[config.mk]
export PLATFORM = sky130hd
export DESIGN_NAME = pipe_unpack
export DESIGN_NICKNAME = d
export VERILOG_FILES = /design/src/rtl/pipe_unpack_pkg.sv /design/src/rtl/pipe_fifo.sv /design/src/rtl/pipe_unpack.sv
export SDC_FILE = /design/constraint.sdc
export NUM_CORES = 1
export LEC_CHECK = 0
export ABC_AREA = 1
export CORE_MARGIN = 4
export CORE_UTILIZATION = 55
export CTS_CLUSTER_DIAMETER = 120
export CTS_CLUSTER_SIZE = 40
export DETAILED_ROUTE_END_ITERATION = 12
export PLACE_DENSITY_LB_ADDON = 0.25
export REMOVE_ABC_BUFFERS = 1
export SLEW_MARGIN = 10
export SYNTH_ARGS = -nofsm -noshare
export SYNTH_HDL_FRONTEND = slang
export SYNTH_SLANG_ARGS = --single-unit
[constraint.sdc]
create_clock -name i_clk -period 1.9 [get_ports i_clk]
set_input_delay 0.38 -clock i_clk [delete_from_list [all_inputs] [get_ports i_clk]]
set_output_delay 0.38 -clock i_clk [all_outputs]
set_load 0.005 [all_outputs]
[src/rtl/pipe_unpack_pkg.sv]
// Shared constants and helpers for the pipe word stream blocks.
// Default widths, the clog2 constant function and the slice-order default
// (selected by the PIPE_UNPACK_MSB_FIRST_EN macro) live here.
package pipe_unpack_pkg;

    localparam int PIPE_W_DATA = 32;
    localparam int PIPE_W_OUT  = 8;

`ifdef PIPE_UNPACK_MSB_FIRST_EN
    localparam bit PIPE_SLICE_MSB_FIRST = 1'b1;
`else
    localparam bit PIPE_SLICE_MSB_FIRST = 1'b0;
`endif

    // Ceiling log2 of a positive constant (clog2(1) == 0).
    function automatic int clog2(input int value);
        int result;
        result = 0;
        for (int i = 0; i < 31; i++) begin
            if ((32'sd1 <<< i) < value) begin
                result = i + 1;
            end else begin
                result = result;
            end
        end
        return result;
    endfunction

    // Ceiling log2 but never narrower than one bit, for counter/pointer widths.
    function automatic int clog2_min1(input int value);
        int result;
        result = clog2(value);
        if (result < 1) begin
            result = 1;
        end else begin
            result = result;
        end
        return result;
    endfunction

endpackage

[src/rtl/pipe_fifo.sv]
// Synchronous DEPTH x WIDTH FIFO shared by both sides of the pipe.
// Pointers carry one extra wrap bit so full and empty are distinguishable;
// the head entry is presented combinationally. A push into a full FIFO is
// accepted only when a pop happens on the same edge.
module pipe_fifo
    import pipe_unpack_pkg::*;
#(
    parameter int WIDTH = PIPE_W_DATA + 1,
    parameter int DEPTH = 2
) (
    input  logic             i_clk,
    input  logic             resetn,
    input  logic             push,
    input  logic             pop,
    input  logic [WIDTH-1:0] wr_data,
    output logic             full,
    output logic             empty,
    output logic [WIDTH-1:0] head
);

    localparam int AW = clog2_min1(DEPTH);
    localparam logic [AW:0] PTR_ONE = (AW + 1)'(1);

    logic [AW:0]      wr_ptr_r;
    logic [AW:0]      rd_ptr_r;
    logic [WIDTH-1:0] mem_r [DEPTH];
    logic             push_ok_s;
    logic             pop_ok_s;
    logic             full_s;
    logic             empty_s;

    assign empty_s   = (wr_ptr_r == rd_ptr_r);
    assign full_s    = (wr_ptr_r[AW] != rd_ptr_r[AW]) &&
                       (wr_ptr_r[AW-1:0] == rd_ptr_r[AW-1:0]);
    assign pop_ok_s  = pop && !empty_s;
    assign push_ok_s = push && (!full_s || pop_ok_s);

    assign full  = full_s;
    assign empty = empty_s;
    assign head  = mem_r[rd_ptr_r[AW-1:0]];

    // Advance the read and write pointers on accepted pop/push.
    always_ff @(posedge i_clk or negedge resetn) begin
        if (!resetn) begin
            wr_ptr_r <= {(AW + 1){1'b0}};
            rd_ptr_r <= {(AW + 1){1'b0}};
        end else begin
            if (push_ok_s) begin
                wr_ptr_r <= wr_ptr_r + PTR_ONE;
            end else begin
                wr_ptr_r <= wr_ptr_r;
            end
            if (pop_ok_s) begin
                rd_ptr_r <= rd_ptr_r + PTR_ONE;
            end else begin
                rd_ptr_r <= rd_ptr_r;
            end
        end
    end

    // Storage: write the pushed word at the write pointer; cleared on reset.
    always_ff @(posedge i_clk or negedge resetn) begin
        if (!resetn) begin
            for (int i = 0; i < DEPTH; i++) begin
                mem_r[i] <= {WIDTH{1'b0}};
            end
        end else begin
            if (push_ok_s) begin
                mem_r[wr_ptr_r[AW-1:0]] <= wr_data;
            end else begin
                mem_r[wr_ptr_r[AW-1:0]] <= mem_r[wr_ptr_r[AW-1:0]];
            end
        end
    end

endmodule

[src/rtl/pipe_unpack.sv]
// Receive side of the pipe word stream: buffers W_DATA-wide words and emits
// each as RATIO = W_DATA/W_OUT narrow slices on a valid/ready port.
// Optional macro PIPE_UNPACK_MSB_FIRST_EN: emit the most significant slice
// first instead of the default least significant slice first.
module pipe_unpack
    import pipe_unpack_pkg::*;
#(
    parameter int W_DATA = PIPE_W_DATA,
    parameter int W_OUT  = PIPE_W_OUT,
    parameter int DEPTH  = 2
) (
    input  logic              i_clk,
    input  logic              resetn,
    input  logic              i_valid,
    output logic              o_ready,
    input  logic [W_DATA-1:0] i_data,
    input  logic              i_last,
    output logic              o_valid,
    input  logic              i_ready,
    output logic [W_OUT-1:0]  o_data,
    output logic              o_last,
    output logic              o_busy
);

    localparam int RATIO = W_DATA / W_OUT;
    localparam int CW    = clog2_min1(RATIO);
    localparam int NSLOT = 2 ** CW;
    localparam logic [CW-1:0] LAST_IDX = CW'(RATIO - 1);
    localparam logic [CW-1:0] CNT_ONE  = CW'(1);

    logic              fifo_full_s;
    logic              fifo_empty_s;
    logic [W_DATA:0]   head_s;
    logic [CW-1:0]     cnt_r;
    logic              ready_en_r;
    logic              last_slice_s;
    logic              xfer_s;
    logic              pop_s;
    logic              push_s;
    logic [W_OUT-1:0]  slices_s [NSLOT];

    // Handshake glue: a slice moves only when something is buffered.
    assign last_slice_s = (cnt_r == LAST_IDX);
    assign xfer_s       = !fifo_empty_s && i_ready;
    assign pop_s        = xfer_s && last_slice_s;
    assign o_ready      = ready_en_r && (!fifo_full_s || pop_s);
    assign push_s       = i_valid && o_ready;

    pipe_fifo #(
        .WIDTH (W_DATA + 1),
        .DEPTH (DEPTH)
    ) u_fifo (
        .i_clk   (i_clk),
        .resetn  (resetn),
        .push    (push_s),
        .pop     (pop_s),
        .wr_data ({i_last, i_data}),
        .full    (fifo_full_s),
        .empty   (fifo_empty_s),
        .head    (head_s)
    );

    // Slice table of the head word; unused slots (non power-of-two RATIO) read zero.
    for (genvar k = 0; k < NSLOT; k++) begin : g_slice
        if (k < RATIO) begin : g_used
`ifdef PIPE_UNPACK_MSB_FIRST_EN
            assign slices_s[k] = head_s[W_DATA-1-k*W_OUT -: W_OUT];
`else
            assign slices_s[k] = head_s[k*W_OUT +: W_OUT];
`endif
        end else begin : g_unused
            assign slices_s[k] = {W_OUT{1'b0}};
        end
    end

    // Accept words only from the first clock edge after reset is released.
    always_ff @(posedge i_clk or negedge resetn) begin
        if (!resetn) begin
            ready_en_r <= 1'b0;
        end else begin
            ready_en_r <= 1'b1;
        end
    end

    // Slice counter: advance per transfer, wrap (and pop) after the last slice.
    always_ff @(posedge i_clk or negedge resetn) begin
        if (!resetn) begin
            cnt_r <= {CW{1'b0}};
        end else begin
            if (xfer_s) begin
                if (last_slice_s) begin
                    cnt_r <= {CW{1'b0}};
                end else begin
                    cnt_r <= cnt_r + CNT_ONE;
                end
            end else begin
                cnt_r <= cnt_r;
            end
        end
    end

    // Output mux: present the current slice of the head word while non-empty.
    always_comb begin
        o_valid = 1'b0;
        o_data  = {W_OUT{1'b0}};
        o_last  = 1'b0;
        o_busy  = 1'b0;
        if (!fifo_empty_s) begin
            o_valid = 1'b1;
            o_data  = slices_s[cnt_r];
            o_last  = head_s[W_DATA] && last_slice_s;
            o_busy  = 1'b1;
        end else begin
            o_valid = 1'b0;
            o_data  = {W_OUT{1'b0}};
            o_last  = 1'b0;
            o_busy  = 1'b0;
        end
    end

endmodule

==> key figures, run 1 <==
Clocking
  • CTS tree: yes
  • CTS clk-pin slew, worst paths: 80 ps
  • Worst skew pair latency: 360 ps
  • Inserted Clock Buffers: 9
  • Max Root-Sink Buffers: 2
  • Clk sinks: 73
  • CTS Hold Buffers Added: 0
  • H-tree levels: 3
  • Clock tree root driver cell: clkbuf_8

STA
  • Setup violators final: 80
  • Worst Max-Slew Pin Slew: between 500 and 600 ps
  • RSZ-0062 raised after global routing: yes
  • Hold Vio Cnt, Final: 0
  • Clock skew: 9.30 ps
  • Max Transition Viols Final: 0
  • Slew margin rel.: 0.608
  • Post-layout min period: 2200 ps
  • Final worst path period share: 1.16
  • Worst setup margin: -303 ps
  • Highest Clock Rate: ~0.45 GHz

Floorplan
  • Die area: approximately 11000 um^2
  • I/O pins: 49
  • Chip height: approximately 100 um
  • Initial Util: 0.570
  • Core area: approximately 8800 um^2
  • Die Wd: 104 um
  • Row count: 34

Final layout
  • Area Overhead vs Synth: 39.2%
  • Core Util, Final: 0.794
  • Layout cells sized above 1: 0.231
  • Final Cell Area: 6990 um^2
  • # diodes: 0
  • Most frequent cells in the layout: 181 x nand2_1, 136 x inv_1, 78 x nor2_1
  • Leading cell type in the layout, fill and taps excluded: nand2_1
  • Nets@finish: 913

Power
  • Internal Power: 6380 uW
  • Worst VDD drop: 1980 uV
  • Logic gate share of total power: 0.665
  • Switching Share: 0.482
  • Static leakage power: 0.00389 uW
  • Flop pwr share: 0.228
  • P_sw: 5940 uW
  • Pwr Density: 1760 nW/um^2
  • Power share of the clock group: 0.106

Route
  • Vias: 6146
  • Final wirelength: 19700 um
  • Initial drt markers: 1002
  • Post-route ant nets: 0
  • Wire per inst: 19.9 um
  • DR pass1 iterations: 6
  • Via density: 6.22
  • DRC: 0

Logic synthesis
  • Cell taking the most area after synthesis: dfrtp_1
  • Area share of the largest cell type after synthesis: 0.364
  • Synthesis Warnings: 0
  • Post-Syn Area: 5020 um^2
  • Post-synthesis compound-gate area fraction: 0.0715
  • Synth Area in Adders: 0.00249
  • Cells after synthesis: 811
  • Synth top area cells: dfrtp_1 36%, nand2_1 17%, inv_1 10%
  • Main combinational cell family by area after synthesis: simple AND/OR/NAND/NOR gates
  • Distinct cell type count after synthesis: 22
  • Post-Synth XOR/XNOR Area: 0.00349
  • Simple-gate share of the synthesized area: 0.397
  • Seq cells post-synth: 73
  • Syn Area/Cell: ~6.2 um^2
  • Sequential fraction of the synthesis area: 0.364
  • Multiplexer share of the synthesized area: 0

Status
  • Violated checks: negative setup slack
  • Status: finished with violations

Critical path
  • Slowest CP cell: dfrtp_2
  • Critical Path Start Type: register
  • Largest delay contributor family on the critical path: flip-flops
  • WP buf/inv: 3
  • Worst path arrival time: about 1800 ps
  • Max stage delay on crit path: 510 ps
  • Worst path cell trace: inv_8, buf_16, a21oi_1, o21ai_1, nand2_1, nor2_1, nor2_2, buf_2
  • Crit Path Max Fanout: 6
  • R2R Setup Slk: -110 ps
  • Worst Path Required: 1520 ps
  • Critical setup path kind: reg -> out
  • CP Capture Type: output pin

GRT
  • Initial antenna violation count: 0
  • GRT Overall Usage: 0.261
  • Largest net degree at the start of global routing: 93
  • GRT overflow: 0
  • Vias in the first global route: just over 5000
  • First-pass GRT wire length: approximately 24000 um

Placement
  • Placed inst area: 5640 um^2
  • Dpl hpwl: 7840 um
  • Buffers on Ports: 48
  • GPL Wtd Cong: about 0.81

Flow run
  • Max Cap Viol: 0

Hold path
  • Worst min-delay path category: in -> async
-- per-stage QoR --
step	hold WS (ps)	setup WS, ps	instances	setup TNS [ps]	total power, uW
global route	73.8	-332	988	-9820	12900
detailed placement	448	-284	929	-13520	8070
CTS	65.2	-159	957	-2730	9800
finish	14.0	-303	988	-6450	12300
global placement	451	-297	929	-11670	7870
floorplan	84.4	-4340	745	-334770	5630
-- cell families (layout without fill, tap and decap cells) --
group	after synthesis	in the layout
other cells	1	1
fa+ha+maj	1	1
compound gates	69	69
buf+inv	206	274
simple gates	459	460
xor+xnor	2	2
flops	73	73
-- per-layer routing --
layer,up-vias,GRT usage,routed length [um]
li1,2677,-,-
met1,2780,0.352,6900
met2,541,0.435,8890
met3,148,0.0323,2400
met4,0,0.0931,1480
met5,-,0,0
-- Yosys cell counts --
master / count
nand2_1: 231
o211ai_2: 1
conb_1: 1
buf_2: 10
nand3_1: 77
buf_6: 1
xor2_1: 1
buf_4: 4
inv_1: 137
xnor2_1: 1
clkinv_1: 1
nand4_1: 67
inv_2: 2
nand3_2: 1
o21ai_0: 33
clkbuf_1: 46
a21oi_1: 34
ha_1: 1
dfrtp_1: 73
o2111a_1: 1
nor2_1: 83
buf_1: 5
-- final cells by class --
class / count / area, um^2
flip-flops and latches: 73 / 1830
inverters: 140 / 537
repair inverters: 1 / 8.76
clock inverters: 5 / 55.1
well taps: 108 / 135
clock buffers: 11 / 141
multi-input cells: 533 / 2810
fillers: 558 / 1820
repair buffers: 117 / 1480
-- what timing repair did --
action                     in CTS  in global routing
gates resized for setup        72                145
buffers inserted               12                  8
gates cloned                    2                 25
setup endpoints to repair      38                 80
pin swaps                       9                 29
-- power by group through the flow --
stage / logic, uW / registers (uW) / clock network, uW
after floorplan: 2760 / 2870 / 0
after global placement: 5220 / 2650 / 0
after detailed placement: 5370 / 2700 / 0
after CTS: 5850 / 2680 / 1270
after global routing: 8730 / 2860 / 1360
final: 8200 / 2810 / 1310
-- sequential cells by signal (all words and copies together), names as in the netlist --
| register | cells |
|---|---|
| cnt_r | 2 |
| u_fifo.wr_ptr_r | 2 |
| u_fifo.rd_ptr_r | 2 |
| u_fifo.mem_r | 66 |
| ready_en_r | 1 |
-- worst paths after layout --
kind                                                     start  cells after the start                             end
worst max-delay path            u_fifo.rd_ptr_r[0]$_DFFE_PN0P_                      8                       o_data[3]
worst min-delay path                                    resetn                      2    u_fifo.mem_r[51]$_DFFE_PN0N_
worst max register to register  u_fifo.rd_ptr_r[0]$_DFFE_PN0P_                     12    u_fifo.mem_r[24]$_DFFE_PN0P_
worst min register to register  u_fifo.rd_ptr_r[1]$_DFFE_PN0P_                      2  u_fifo.rd_ptr_r[1]$_DFFE_PN0P_
max in group asynchronous                               resetn                      2  u_fifo.wr_ptr_r[0]$_DFFE_PN0P_
min in group i_clk              u_fifo.rd_ptr_r[1]$_DFFE_PN0P_                      2  u_fifo.rd_ptr_r[1]$_DFFE_PN0P_
Power figures use the tool's default switching activity.
==> run 2: changes to the inputs <==
--- a/config.mk
+++ b/config.mk
@@ -5,14 +5,14 @@
 export SDC_FILE = /design/constraint.sdc
 export NUM_CORES = 1
 export LEC_CHECK = 0
-export ABC_AREA = 1
 export CORE_MARGIN = 4
-export CORE_UTILIZATION = 55
+export CORE_UTILIZATION = 54
 export CTS_CLUSTER_DIAMETER = 120
 export CTS_CLUSTER_SIZE = 40
 export DETAILED_ROUTE_END_ITERATION = 12
 export PLACE_DENSITY_LB_ADDON = 0.25
 export REMOVE_ABC_BUFFERS = 1
+export SKIP_CTS_REPAIR_TIMING = 1
 export SLEW_MARGIN = 10
 export SYNTH_ARGS = -nofsm -noshare
 export SYNTH_HDL_FRONTEND = slang
==> run 2 against run 1 <==
Utilization decreased by 4.1 points. Setup slack got worse by 65 ps. Critical path depth decreased by 3. Critical path type unchanged. Critical endpoint is now o_data[5]. Sequential power about the same. Clock skew about the same. Flip-flop and latch count unchanged. Largest power group unchanged. The run still ends with negative setup slack left. Cell count decreased by 59%. Routed wire length decreased by 62%.
==> key figures, run 2 <==
Final layout
  • Filler cells: 399
  • Nets@finish: 363
  • Layout cells sized above 1: 0.467
  • Area Overhead vs Synth: 32.6%
  • Core Util, Final: 0.753
  • Sequential Area: between 1500 and 2000 um^2
  • Top reg by flops: u_fifo.mem_r
  • Area of the multi-input gates: 1640 um^2
  • Leading cell type in the layout, fill and taps excluded: dfrtp_1
  • # diodes: 0
  • Max reg flops: 66
  • Most frequent cells in the layout: 72 x dfrtp_1, 66 x mux2_2, 37 x clkdlybuf4s50_1

Critical path
  • CP Capture Type: output pin
  • Crit Path Max Fanout: 8
  • Crit path launch: u_fifo.rd_ptr_r[0]$_DFFE_PN0P_
  • Worst Path Required: 1520 ps
  • Critical Path Start Type: register
  • Worst R2R Start: u_fifo.rd_ptr_r[0]$_DFFE_PN0P_
  • Worst path arrival time: between 1500 and 2000 ps
  • Critical setup path kind: reg -> out
  • R2R Setup Slk: -310 ps

Logic synthesis
  • Async S/R FF share, synth: 1.00
  • Syn Area/Cell: 14.3 um^2
  • Sequential fraction of the synthesis area: 0.531
  • Cell with the most instances after synthesis: dfrtp_1
  • Seq cells post-synth: 73
  • Distinct cell type count after synthesis: 26
  • Top FF cell, synth: dfrtp_1
  • Area share of the largest cell type after synthesis: 0.531
  • Synthesis Warnings: 0
  • Synth top area cells: dfrtp_1 53%, mux2_2 22%, mux2i_1 7.3%
  • Post-synth EDFFs: 0
  • Post-Syn Area: roughly 3400 um^2
  • Synth top cells by count: 73 x dfrtp_1, 66 x mux2_2, 25 x mux2i_1, 10 x nor2b_1
  • Cell taking the most area after synthesis: dfrtp_1
  • Cells after synthesis: 240

Route
  • Final wirelength: ~7600 um
  • Post-route ant nets: 0
  • Wire per inst: 18.7 um
  • Via density: 5.60
  • Vias: about 2300
  • DRC: 0
  • DR pass1 iterations: 4
  • Initial drt markers: 63

Floorplan
  • Initial Util: 0.568
  • I/O pins: 49
  • Chip height: 87.8 um
  • Core area: 6060 um^2
  • Die Wd: around 90 um
  • Row count: 28
  • Die area: 7720 um^2

Power
  • Power share of the clock group: 0.143
  • Switching Share: 0.353
  • Worst VDD drop: 1060 uV
  • Pwr Density: about 1800 nW/um^2
  • Flop pwr share: 0.335
  • Static leakage power: 0.00196 uW
  • Internal Power: 5420 uW
  • Logic gate share of total power: 0.522
  • P_sw: 2950 uW
  • Total power: 8370 uW

STA
  • Setup violators final: 76
  • Worst setup margin: -368 ps
  • Worst Max-Slew Pin Slew: 503 ps
  • Post-layout min period: 2270 ps
  • Highest Clock Rate: approximately 0.44 GHz
  • Hold Vio Cnt, Final: 0
  • Final worst path period share: 1.19
  • RSZ-0062 raised after global routing: yes
  • Max Transition Viols Final: 0
  • Clock skew: 9.45 ps
  • Slew margin rel.: 0.663

Flow run
  • Max Cap Viol: 0

Status
  • Violated checks: negative setup slack
  • Status: finished with violations

GRT
  • Largest net degree at the start of global routing: 74
  • Initial antenna violation count: 0
  • GRT overflow: 0
  • First-pass GRT wire length: 11400 um
  • Vias in the first global route: 2352
  • GRT Overall Usage: 0.196

Placement
  • GPL Wtd Cong: 0.794
  • Dpl hpwl: 4770 um
  • Buffers on Ports: 48

Clocking
  • CTS tree: yes
  • Inserted Clock Buffers: 9
  • H-tree levels: 3
  • Worst skew pair latency: 350 ps
  • CTS clk-pin slew, worst paths: 80 ps
  • Max Root-Sink Buffers: 2
  • Clock tree root driver cell: clkbuf_8
  • Clk sinks: 73

Hold path
  • Worst min-delay path category: in -> async
## run 2: cell count changes in the layout (fill, tap and decap cells not counted), sizes merged, moves of 34 or more
cell and delta:
nand4 -67, nor2 -80, a21oi -34, nand2 -228, inv -136, nand3 -79, mux2 +68
## run 2: critical path, stage by stage, from the launching register on
cell and delay (ps):
dfrtp_2 450, buf_4 200, mux2i_1 140, a22o_1 270, a2111oi_2 300, buf_2 170
## run 2: stage by stage
stage	instance area (um^2)	hold slack [ps]	std cells	worst slack [ps]	setup TNS [ps]
finish	4570	48.5	405	-368	-13660
global route	4570	66.3	405	-450	-18070
CTS	4370	63.5	398	-865	-19310
detailed placement	4180	439	382	-469	-21100
global placement	4180	437	382	-470	-20790
floorplan	3330	84.4	227	-1420	-85480
## run 2: path summary, 6_finish.rpt
kind                                                   to  cells after the start
setup / recovery                                o_data[5]                      5
hold / removal               u_fifo.mem_r[51]$_DFFE_PN0N_                      2
setup reg to reg             u_fifo.mem_r[61]$_DFFE_PN0N_                      8
hold reg to reg              u_fifo.mem_r[62]$_DFFE_PN0N_                      1
max in group asynchronous  u_fifo.rd_ptr_r[0]$_DFFE_PN0P_                      2
min in group i_clk           u_fifo.mem_r[62]$_DFFE_PN0N_                      1
## run 2: per-layer routing
metal / wire length [um] / vias up / share of wire / GRT usage
li1: - / 1056 / - / -
met1: 3310 / 1138 / 0.44 / 0.258
met2: 3740 / 61 / 0.49 / 0.318
met3: 383 / 11 / 0.051 / 0.0593
met4: 131 / 0 / 0.017 / 0.0516
met5: 0 / - / 0 / 0
## run 2: cells by family after synthesis
group | synth area share
fa+ha+maj | 0.00363
mux | 0.297
simple gates | 0.0287
xor+xnor | 0.0200
buf+inv | 0.0363
flops | 0.531
compound gates | 0.0822
other cells | 0.00109
## run 2: area by class of cell
type,count,share of cell area
sequential,73,0.400
multi-input combinational,151,0.359
timing repair buffer,87,0.175
clock buffer,10,0.0280
tap,75,0.0206
clock inverter,6,0.0148
inverter,3,0.00247
## run 2: power by group through the flow
stage               Clock [uW]  Combinational [uW]  Sequential, uW
global route              1290                4700            2900
CTS                       1210                3970            2780
detailed placement           0                3940            2800
global placement             0                3860            2770
floorplan                    0                2080            2830
finish                    1190                4370            2810
